File: src/rtl/gfx_fb_writer_pkg.sv
// gfx_fb_writer_pkg: shared defaults and helpers for the framebuffer writer slice.
//   GFX_*_WIDTH  default widths for coordinates, pixel data and addresses
//   STAT_WIDTH   width of the optional statistics counters
//   sat_inc      saturating increment used by the statistics counters
package gfx_fb_writer_pkg;

    localparam int unsigned GFX_H_WIDTH     = 12;
    localparam int unsigned GFX_V_WIDTH     = 12;
    localparam int unsigned GFX_PIXEL_WIDTH = 12;
    localparam int unsigned GFX_ADDR_WIDTH  = 24;
    localparam int unsigned STAT_WIDTH      = 32;

    function automatic logic [STAT_WIDTH-1:0] sat_inc(input logic [STAT_WIDTH-1:0] value);
        return (value == '1) ? value : value + 1'b1;
    endfunction

endpackage

File: src/rtl/gfx_fb_addr.sv
// gfx_fb_addr: combinational clip test and linear address generation.
//   x, y                  pixel coordinate
//   h_visible, v_visible  visible area size
//   fb_base               framebuffer base address
//   clip                  high when the coordinate lies outside the visible area
//   addr                  fb_base + y*h_visible + x, modulo 2^ADDR_WIDTH
module gfx_fb_addr
    import gfx_fb_writer_pkg::*;
#(
    parameter int unsigned H_WIDTH    = GFX_H_WIDTH,
    parameter int unsigned V_WIDTH    = GFX_V_WIDTH,
    parameter int unsigned ADDR_WIDTH = GFX_ADDR_WIDTH
) (
    input  logic [H_WIDTH-1:0]    x,
    input  logic [V_WIDTH-1:0]    y,
    input  logic [H_WIDTH-1:0]    h_visible,
    input  logic [V_WIDTH-1:0]    v_visible,
    input  logic [ADDR_WIDTH-1:0] fb_base,
    output logic                  clip,
    output logic [ADDR_WIDTH-1:0] addr
);

    // Wide enough for the full product and for the base, so truncation to
    // ADDR_WIDTH afterwards gives the correct modulo result.
    localparam int unsigned PROD_WIDTH = H_WIDTH + V_WIDTH;
    localparam int unsigned CALC_WIDTH = (ADDR_WIDTH > PROD_WIDTH) ? ADDR_WIDTH : PROD_WIDTH;

    logic [CALC_WIDTH-1:0] sum;

    always_comb begin
        clip = (x >= h_visible) || (y >= v_visible);
        sum  = CALC_WIDTH'(fb_base)
             + CALC_WIDTH'(y) * CALC_WIDTH'(h_visible)
             + CALC_WIDTH'(x);
        addr = sum[ADDR_WIDTH-1:0];
    end

endmodule

File: src/rtl/gfx_fb_writer.sv
// gfx_fb_writer: clips a gfx pixel stream and turns visible beats into
// linear framebuffer write requests through a two-stage pipeline.
//   clk, rst_n            clock, synchronous active-low reset
//   s_gfx_*               pixel beat slave port (valid/ready)
//   h_visible, v_visible  visible area size (quasi-static)
//   fb_base               framebuffer base, captured with each beat
//   m_mem_*               memory write master port (valid/ready)
//   idle                  no beat held in either stage
// Optional build macro GFX_FB_WRITER_STATS_EN adds saturating counters
// stat_written (memory handshakes) and stat_clipped (beats dropped by clipping).
module gfx_fb_writer
    import gfx_fb_writer_pkg::*;
#(
    parameter int unsigned H_WIDTH     = GFX_H_WIDTH,
    parameter int unsigned V_WIDTH     = GFX_V_WIDTH,
    parameter int unsigned PIXEL_WIDTH = GFX_PIXEL_WIDTH,
    parameter int unsigned ADDR_WIDTH  = GFX_ADDR_WIDTH
) (
    input  logic                   clk,
    input  logic                   rst_n,
    input  logic                   s_gfx_valid,
    input  logic [H_WIDTH-1:0]     s_gfx_x,
    input  logic [V_WIDTH-1:0]     s_gfx_y,
    input  logic [PIXEL_WIDTH-1:0] s_gfx_pixel,
    output logic                   s_gfx_ready,
    input  logic [H_WIDTH-1:0]     h_visible,
    input  logic [V_WIDTH-1:0]     v_visible,
    input  logic [ADDR_WIDTH-1:0]  fb_base,
    output logic                   m_mem_valid,
    output logic [ADDR_WIDTH-1:0]  m_mem_addr,
    output logic [PIXEL_WIDTH-1:0] m_mem_data,
    input  logic                   m_mem_ready,
    output logic                   idle
`ifdef GFX_FB_WRITER_STATS_EN
    ,
    output logic [STAT_WIDTH-1:0]  stat_written,
    output logic [STAT_WIDTH-1:0]  stat_clipped
`endif
);

    // Stage A: captured input beat
    logic                   a_valid;
    logic [H_WIDTH-1:0]     a_x;
    logic [V_WIDTH-1:0]     a_y;
    logic [PIXEL_WIDTH-1:0] a_pixel;
    logic [ADDR_WIDTH-1:0]  a_base;

    // Stage B: pending memory write
    logic                   b_valid;
    logic [ADDR_WIDTH-1:0]  b_addr;
    logic [PIXEL_WIDTH-1:0] b_pixel;

    logic                   a_clip;
    logic [ADDR_WIDTH-1:0]  a_addr;
    logic                   b_ready;
    logic                   a_advance;
    logic                   a_to_b;
    logic                   s_accept;

    gfx_fb_addr #(
        .H_WIDTH    (H_WIDTH),
        .V_WIDTH    (V_WIDTH),
        .ADDR_WIDTH (ADDR_WIDTH)
    ) u_addr (
        .x         (a_x),
        .y         (a_y),
        .h_visible (h_visible),
        .v_visible (v_visible),
        .fb_base   (a_base),
        .clip      (a_clip),
        .addr      (a_addr)
    );

    // A clipped beat leaves A without needing space in B, so clipping never
    // stalls the input even while memory back-pressures.
    always_comb begin
        b_ready     = !b_valid || m_mem_ready;
        a_advance   = a_valid && (a_clip || b_ready);
        a_to_b      = a_advance && !a_clip;
        s_gfx_ready = !a_valid || a_advance;
        s_accept    = s_gfx_valid && s_gfx_ready;
    end

    always_ff @(posedge clk) begin
        if (!rst_n) begin
            a_valid <= 1'b0;
            a_x     <= '0;
            a_y     <= '0;
            a_pixel <= '0;
            a_base  <= '0;
            b_valid <= 1'b0;
            b_addr  <= '0;
            b_pixel <= '0;
        end else begin
            if (s_accept) begin
                a_valid <= 1'b1;
                a_x     <= s_gfx_x;
                a_y     <= s_gfx_y;
                a_pixel <= s_gfx_pixel;
                a_base  <= fb_base;
            end else if (a_advance) begin
                a_valid <= 1'b0;
            end

            if (b_ready) begin
                b_valid <= a_to_b;
            end
            // Data registers only load on a real transfer so a stalled or
            // drained B keeps its last address and pixel.
            if (a_to_b) begin
                b_addr  <= a_addr;
                b_pixel <= a_pixel;
            end
        end
    end

    assign m_mem_valid = b_valid;
    assign m_mem_addr  = b_addr;
    assign m_mem_data  = b_pixel;
    assign idle        = !a_valid && !b_valid;

`ifdef GFX_FB_WRITER_STATS_EN
    always_ff @(posedge clk) begin
        if (!rst_n) begin
            stat_written <= '0;
            stat_clipped <= '0;
        end else begin
            if (b_valid && m_mem_ready) begin
                stat_written <= sat_inc(stat_written);
            end
            if (a_advance && a_clip) begin
                stat_clipped <= sat_inc(stat_clipped);
            end
        end
    end
`endif

endmodule

File: config.mk
export PLATFORM = sky130hd
export DESIGN_NAME = gfx_fb_writer
export DESIGN_NICKNAME = d
export VERILOG_FILES = /design/src/rtl/gfx_fb_writer_pkg.sv /design/src/rtl/gfx_fb_addr.sv /design/src/rtl/gfx_fb_writer.sv
export SDC_FILE = /design/constraint.sdc
export NUM_CORES = 1
export LEC_CHECK = 0
export BUFFER_PORTS_ARGS = -buffer_cell sky130_fd_sc_hd__buf_2
export CAP_MARGIN = 10
export CORE_ASPECT_RATIO = 1.25
export CORE_MARGIN = 2
export CORE_UTILIZATION = 40
export CTS_BUF_LIST = sky130_fd_sc_hd__clkbuf_8
export DETAILED_ROUTE_END_ITERATION = 10
export PLACE_DENSITY_LB_ADDON = 0.2
export SLEW_MARGIN = 20
export SYNTH_ARGS = -nofsm -noshare
export SYNTH_HDL_FRONTEND = slang
export SYNTH_SLANG_ARGS = --single-unit
File: constraint.sdc
create_clock -name clk -period 5.7 [get_ports clk]
set_input_delay 0.285 -clock clk [delete_from_list [all_inputs] [get_ports clk]]
set_output_delay 0.285 -clock clk [all_outputs]
set_load 0.02 [all_outputs]
; After elaboration in Yosys (flattened, before gate mapping)
; Index checks and enable logic that the tools add are counted.
[totals]
regBits = 98
latch_bits = 0
ramBits = 0
romBits = 0
inputBits = 88
output_inout_bits = 39
elab_cells = 27
n_memories = 0
[classes]
add_sub_neg = 2
mul = 1
n_div = 0
n_lt_le_gt_ge = 2
n_eq_ne = 0
n_shift = 0
mux = 2
bitwise_logic = 0
reduce_logical = 12
[ops]
columns = cell, count
row1 = $add 24x12->24, 1
row2 = $add 24x24->24, 1
row3 = $ge 12x12->1, 2
row4 = $mul 12x12->24, 1
row5 = $logic_and 1x1->1, 4
row6 = $logic_or 1x1->1, 4
row7 = $logic_not 1->1, 3
row8 = $mux 1, 2
row9 = $reduce_bool 2->1, 1

; Depth between registers and ports, before layout
; Gate-level depths: netlist of run 1.
[depth]
depth_word = 7
mapped_depth = 22
depth_no_buf = 21

; By module
; A second synthesis of run 1 with hierarchy kept.
[unflattened]
cells_unflattened = 1201
area_unflattened_um2 = 10476.3
[by_module_without_submodules]
columns = module, n_inst, cells_each, area_each_um2, seq_area_each_um2
row1 = gfx_fb_addr, 1, 765, 6482.5, 0.0
row2 = gfx_fb_writer, 1, 436, 3993.8, 1961.9

; Worst setup path before layout of run 1
; Ideal clock, no wire load.
[synth_path]
path_kind = reg-to-reg
start = reg a_y[7]
end = reg b_addr[22], in the netlist m_mem_addr[22]
setup_ns = 0.070
arrival_time_ns = 5.307
t_required_ns = 5.630
slack_ns = 0.323
stages_incl_launch_ff = 21
n_path_buf = 1
synth_period_minus_slack_ns = 5.377
path_cell_list = dfxtp_1 -> clkbuf_1 -> and2_1 -> fa_1 -> inv_1 -> fa_1 -> inv_1 -> fa_1 -> inv_1 -> fa_1 -> inv_1 -> fa_1 -> fa_1 -> ha_1 -> and3_1 -> nand2_1 -> a31o_1 -> a2111oi_0 -> or4_1 -> nand3_1 -> a21boi_1
[synth_between]
elab_chain_cells = 5
word_cells_on_any_way = 9
classes_between = 2 x add/sub / 1 x mul / 1 x order compare / 5 x reduce/logical
[synth_lines]
columns = item, line
row1 = start: declaration, gfx_fb_writer.sv:44  ; logic [V_WIDTH-1:0] a_y;
row2 = start signal: assignment, gfx_fb_writer.sv:98  ; a_y <= s_gfx_y;
row3 = branches (longest 5 deep; another with $mul 12x12->24), -
row4 = end signal: assignment, gfx_fb_writer.sv:111  ; b_addr <= a_addr;
row5 = end: declaration, gfx_fb_writer.sv:50  ; logic [ADDR_WIDTH-1:0] b_addr;
; Parallel ways; which one is timed is not known.
; A chain may end at the register's enable or synchronous reset.

; Worst setup path after layout of run 1
[layout_path]
start = reg a_y[7]
end = reg b_addr[18], in the netlist m_mem_addr[18]
; Same word-level chain as after synthesis.

==> results of run 1 <==
## metrics by stage
stage          cells  hold slack, ns  power (uW)  TNS (ns)  util (%)
3_3_place_gp    1580          0.4413        2255         0     45.41
6_report        1597         0.09406        2781         0     46.54
4_1_cts         1596         0.09527        2757         0     46.21
5_1_grt         1597         0.09481        3032  -0.04846     46.54
3_5_place_dp    1580          0.4450        2256  -0.01977     45.41
2_1_floorplan   1137          0.4198        1784         0         -
## worst reg2reg max path, stage by stage (launching register included)
cell and delay (ns):
dfxtp_2 0.40, and2_1 0.17, fa_1 0.54, inv_1 0.05
fa_1 0.48, inv_1 0.05, fa_1 0.50, inv_1 0.05
fa_1 0.53, inv_1 0.05, fa_1 0.50, fa_1 0.43
ha_1 0.34, and3_4 0.20, nand2_1 0.05, a31o_2 0.25
a21o_1 0.23, o211a_1 0.28, nand4_1 0.10, o221ai_1 0.12
## per-layer routing
metal	vias to the layer above	track usage [%]	routed length, microns
met3	32	5.682	1917
met4	2	5.686	510
li1	3800	-	-
met2	187	32.38	11440
met5	-	0	12
met1	3624	25.52	10840
## logic make-up after synthesis
| group | after synthesis | synth area share, % |
|---|---|---|
| and+or+nand+nor | 369 | 17.06 |
| adders and majority gates | 232 | 38.79 |
| xor gates and xnor gates | 20 | 1.748 |
| buffers and inverters | 242 | 9.579 |
| AOI/OAI and AO/OA | 154 | 11.04 |
| DFF | 98 | 19.58 |
| muxes | 22 | 2.198 |
## final cells by class
class | count | area, sq um
flip-flops and latches | 98 | 1972
inverters | 189 | 709.4
well taps | 330 | 412.9
fillers | 2443 | 13140
clock inverters | 7 | 72.57
multi-input cells | 797 | 7163
clock buffers | 9 | 123.9
repair buffers | 167 | 988.4
## placed cells by master, fill, tap and decap left out, types with 28 or more instances in the layout
cell and count:
nand2_1 223, inv_1 188, fa_1 131, buf_2 126, ha_1 99, dfxtp_1 90
and2_1 68, a21boi_1 62, buf_4 37, nor2b_1 28
## power by group
part / leakage (uW) / internal, uW / total, uW / switching, uW
Sequential: 0.000807 / 740 / 785 / 44.1
Clock: 0.0000966 / 172 / 470 / 298
Combinational: 0.00486 / 670 / 1530 / 856
Total: 0.00577 / 1580 / 2780 / 1200
## final timing paths
check,from,endpoint,slack [ns],depth (start not counted)
worst max register to register,a_y[7],m_mem_addr[18],0.26,19
worst min register to register,a_pixel[2],a_pixel[2],0.46,2
worst max-delay path,a_y[7],m_mem_addr[18],0.26,19
worst min-delay path,s_gfx_y[7],a_y[7],0.09,3
## flip-flops by register name (all words and copies together) (netlist names)
| name | count |
|---|---|
| a_base | 24 |
| m_mem_addr | 24 |
| a_pixel | 12 |
| a_x | 12 |
| a_y | 12 |
| m_mem_data | 12 |
| a_valid | 1 |
| m_mem_valid | 1 |
## repair_timing
item / in CTS / in global routing
hold buffers: 0 / 0
hold endpoints to repair: 0 / 0
resized for setup: 0 / 25
setup endpoints to repair: 0 / 12
setup buffers: 0 / 1
==> out/qor.txt, run 1 <==
====================================================================================
Result of the run                                                       finished clean
Power density normalized to cell area                                   243.0 nW/um^2
Die width                                                               145.6 microns
Final Instance Area                                                      11440 sq um
Number of pins exceeding their max-slew limit in the final report                  0
Placer congestion estimate                                                    0.9354
Clock period minus final worst setup slack                                  5.444 ns
Flip-flop and latch count after synthesis                                         98
Measured slew at the worst slew-check pin                                  0.9256 ns
Largest area contributor in the netlist                                         fa_1
Cell area reported after detailed placement                              11160 sq um
HPWL reported at the end of detailed placement                          20290 microns
Antenna violations before repair                                                   1
Most instantiated library cell after synthesis                               nand2_1
Clock latency on the worst-skew pair                                         0.40 ns
Leakage power                                                            0.005766 uW
Wire length of the first global-routing pass                            41710 microns
Critical Path Slowest Stage Cell                                                fa_1
Clock Path Buffers                                                                 2
Starting Density                                                              40.75%
Vias in the first global route                                                  8144
Total congestion overflow                                                          0
Data arrival time of the critical path                                       5.70 ns
Proportion of synthesized flip-flops having asynchronous set or reset             0%
Clock root cell                                                             clkbuf_8
Maximum number of pins on one net before global-route repair                      57
Sequence of cells on the critical path                                  and2_1, fa_1, inv_1, fa_1, inv_1, fa_1, inv_1, fa_1, inv_1, fa_1, fa_1, ha_1, and3_4, nand2_1, a31o_2, a21o_1, o211a_1, nand4_1, o221ai_1
Slew Limit Headroom                                                           38.30%
Number of clock sinks                                                             98
Worst path bufs/invs                                                               4
Via total after detailed routing                                                7645
Biggest cell delay along the critical path                                   0.54 ns
Element type at the critical path start                                     register
Most used cell along the critical path                                          fa_1
Antenna viol nets, final                                                           0
All-Layer GR Usage                                                            19.77%
H-Tree Level Count                                                                 3
Post-synth top area share                                                     26.18%
Port-buffer cells                                                                126
CTS Buf Count                                                                      9
Final wirelength                                                        24720 microns
Sequential fraction of the synthesis area                                     19.58%
Area of the core                                                         24580 sq um
Yosys cell types                                                                  55
Number of rows in the core area                                                   64
DRC marker count from the first detailed-route iteration                         315
Height of the die                                                       180.9 microns
Kind of capture point of the worst setup path                               register
Maximum clock rate                                                        0.1837 GHz
Cell count after synthesis                                                      1137
TritonCTS clock tree                                                           built
Layout cell share with drive strength beyond 1                                16.73%
Synth top area cells                                                    fa_1 26%, dfxtp_1 20%, ha_1 13%
Worst Path Class, Setup                                                 register to register
Reg clk slew, reported paths                                                 0.13 ns
Antenna cell count                                                                 0
Post-Route Skew                                                           0.02476 ns
Largest fanout on the critical path                                                7
Worst setup slack after placement                                        -0.01977 ns
DR DRC count                                                                       0
Avg Synthesized Cell Area                                                8.811 sq um
Final Hold Violating Endpoints                                                     0
Cell types with the highest counts after synthesis                      223 x nand2_1, 188 x inv_1, 131 x fa_1, 101 x ha_1, 98 x dfxtp_1
Post-layout nets                                                                1582
Worst IR Drop VDD                                                          0.1795 mV
Main synth FF type                                                           dfxtp_1
Max-cap check violation count                                                      0
Post-layout worst setup margin                                             0.2563 ns
Count of pins on the block boundary                                              127
Die area                                                                 26340 sq um
Cell Area, Synth                                                         10020 sq um
Classification of the worst-slack hold path                             input pin to register
Detailed Routing Iterations Pass 1                                                 4
Largest delay contributor family on the critical path                    adder cells
Yosys warns                                                                        0
Post-DR vias/cell                                                              4.787
Share of the clock period used by the worst path after layout                 95.50%
Post-DR wirelength/cell                                                 15.48 microns
Count of flip-flops with a built-in enable after synthesis                         0
Data required, critical path                                                 5.96 ns
Net count after synthesis                                                       1457
Setup violations, final                                                            0
Area grow syn2layout                                                          14.21%
====================================================================================
No activity file was read; power rests on OpenSTA's default activity.
==> run 2, diff against run 1 <==
Settings changed: CAP_MARGIN 10 to 30, SETUP_SLACK_MARGIN from default to 0.4.
==> out/qor.txt, run 2 (synthesis gave the netlist of run 1 again) <==
===================================================================================
Result of the run                                                      finished clean
Inst Count DP                                                                  1577   -0.19%
Largest delay contributor family on the critical path                   adder cells
Clock period minus final worst setup slack                                 5.305 ns   -0.1387 ns
Met2 Use GR                                                                  32.19%   -0.19 points
Maximum number of pins on one net before global-route repair                     57   unchanged
Share of the clock period used by the worst path after layout                93.07%   -2.4 points
Post-Route Skew                                                          0.03159 ns   +0.006825 ns
Slew Limit Headroom                                                          42.50%   +4.2 points
Worst IR Drop VDD                                                         0.1382 mV   -23%
Clock Path Buffers                                                                2   unchanged
Via total after detailed routing                                               7788   +1.9%
DR DRC count                                                                      0   unchanged
Count of placed standard cells in the final layout, fillers left out           1610   +0.81%
Post-layout nets                                                               1595   +0.82%
Final core utilization                                                       48.87%   +2.3 points
Worst Path Class, Setup                                                register to register
CTS Buf Count                                                                     9   unchanged
Largest fanout on the critical path                                               5   -2
Die width                                                              145.6 microns   unchanged
Layer with the highest usage                                                   met2
Clock root cell                                                            clkbuf_8
Antenna violations before repair                                                  0   -1
Setup TNS after final layout                                                   0 ns   unchanged
Final Hold Violating Endpoints                                                    0   unchanged
Met1 demand-to-capacity share in global routing                              26.50%   +0.98 points
Setup repair after global routing missed its margin                            true
Die area                                                                26340 sq um   unchanged
Area grow syn2layout                                                         19.92%
Antenna viol nets, final                                                          0   unchanged
Number of rows in the core area                                                  64   unchanged
Number of clock sinks                                                            98   unchanged
Kind of capture point of the worst setup path                              register
Data arrival time of the critical path                                      5.55 ns   -0.15 ns
Data required, critical path                                                5.95 ns   about the same
Power density normalized to cell area                                  264.6 nW/um^2   +8.9%
Net Sw Frac                                                                  41.43%   -1.7 points
Most common library cell in the layout ignoring fill and taps               nand2_1
Count of pins on the block boundary                                             127   unchanged
Total power consumption of the routed design                                3179 uW   +14%
Post-DR vias/cell                                                             4.837   +1.0%
Number of pins exceeding their max-slew limit in the final report                 0   unchanged
Sequence of cells on the critical path                                 buf_6, and2_4, fa_1, inv_1, fa_1, inv_1, fa_1, inv_1, fa_1, inv_1, fa_1, fa_1, ha_4, and3_4, nand2_2, a31o_4, a21o_4, o211a_1, nand4_1, o221ai_1
Critical Path Slowest Stage Cell                                               fa_1
Total congestion overflow                                                         0   unchanged
Biggest cell delay along the critical path                                  0.51 ns   -0.03 ns
Classification of the worst-slack hold path                            input pin to register
Measured slew at the worst slew-check pin                                 0.8625 ns   -0.06302 ns
Detailed Routing Iterations Pass 1                                                4   unchanged
HPWL reported at the end of detailed placement                         20100 microns   -0.91%
Element type at the critical path start                                    register
TritonCTS clock tree                                                          built
Vias in the first global route                                                 8151   +0.086%
Starting Density                                                             40.75%   unchanged
Wire length of the first global-routing pass                           41570 microns   -0.35%
H-Tree Level Count                                                                3   unchanged
Height of the die                                                      180.9 microns   unchanged
Leakage power                                                           0.005858 uW   +1.6%
Switching power                                                             1317 uW   +9.9%
Proportion of power drawn by flip-flops and latches                           24.5%   -3.7 points
Layout cell share with drive strength beyond 1                               21.95%   +5.2 points
Fillers                                                                        2410   -1.4%
DRC marker count from the first detailed-route iteration                        381   +21%
Most used cell along the critical path                                         fa_1
Share of total power in combinational logic                                   58.3%   +3.4 points
Hold buffers post-CTS                                                             0   unchanged
Most used cells in the layout excluding fill and tap cells             220 x nand2_1, 186 x inv_1, 126 x buf_2, 118 x fa_1, 90 x dfxtp_1
Port-buffer cells                                                               126   unchanged
Area of the core                                                        24580 sq um   unchanged
Worst path bufs/invs                                                              5   +1
Power share of the clock group                                                17.2%   +0.3 points
Internal Power                                                              1862 uW   +18%
Met3 Usage GRT                                                               4.268%   -1.4 points
Clock latency on the worst-skew pair                                        0.41 ns   about the same
Final wirelength                                                       24880 microns   +0.66%
Setup violations, final                                                           0   unchanged
All-Layer GR Usage                                                           19.76%   about the same
Placer congestion estimate                                                   0.9061   -3.1%
Post-DR wirelength/cell                                                15.45 microns   -0.15%
Max-cap check violation count                                                     0   unchanged
Maximum clock rate                                                       0.1885 GHz   +2.6%
Antenna cell count                                                                0   unchanged
Reg clk slew, reported paths                                                0.12 ns   about the same
===================================================================================
-- run 2: cell count changes in the layout (fill, tap and decap cells not counted), sizes merged --
cell	before	now
clkbuf	9	10
inv	191	190
buf	167	180
clkinv	4	2
bufinv	0	2
-- run 2: power groups by stage --
stage               Clock (uW)  Combinational, uW  Sequential (uW)
finish                     546               1850              780
CTS                        565               1670              781
global route               585               2060              787
global placement             0               1450              798
detailed placement           0               1450              800
floorplan                    0                973              821
-- run 2: layer usage --
metal,routed length [microns],up-vias
met1,11540,3779
met5,0,-
met2,11650,150
met4,559,0
met3,1127,36
li1,-,3823
-- run 2: per-stage QoR --
stage / instance area [sq um] / hold WS, ns / setup WS [ns]
after floorplan: 10040 / 0.4198 / 0.4063
after global placement: 11150 / 0.4420 / 0.1198
after detailed placement: 11150 / 0.4458 / 0.1021
after CTS: 11700 / 0.06273 / 0.2522
after global routing: 12010 / 0.09810 / 0.2490
final: 12010 / 0.08867 / 0.3950
-- run 2: timing repair --
action,CTS,global route
setup endpoints to repair,13,14
endpoints found under the hold margin,0,0
pin swaps,50,54
gates resized for setup,49,49
buffers inserted,13,4
-- run 2: path summary, 6_finish.rpt --
kind	slack, ns	cells after the start	to	start
hold reg to reg	0.46	2	a_pixel[9]	a_pixel[9]
setup reg to reg	0.39	20	m_mem_addr[18]	a_y[6]
hold / removal	0.09	3	a_y[10]	s_gfx_y[10]
setup / recovery	0.39	20	m_mem_addr[18]	a_y[6]
-- run 2: tightest hold or removal path, stage by stage --
cell      delay, ns
buf_2          0.09
nand2_1        0.04
a21boi_1       0.05
-- run 2: layout make-up --
cell class	count	area, sq um	area share (%)
Inverter	189	709.4	5.905
Sequential cell	98	1984	16.52
Multi-Input combinational cell	797	7576	63.06
Timing Repair Buffer	180	1105	9.196
Tap cell	330	412.9	3.437
Clock buffer	10	137.6	1.146
Clock inverter	6	88.84	0.7394
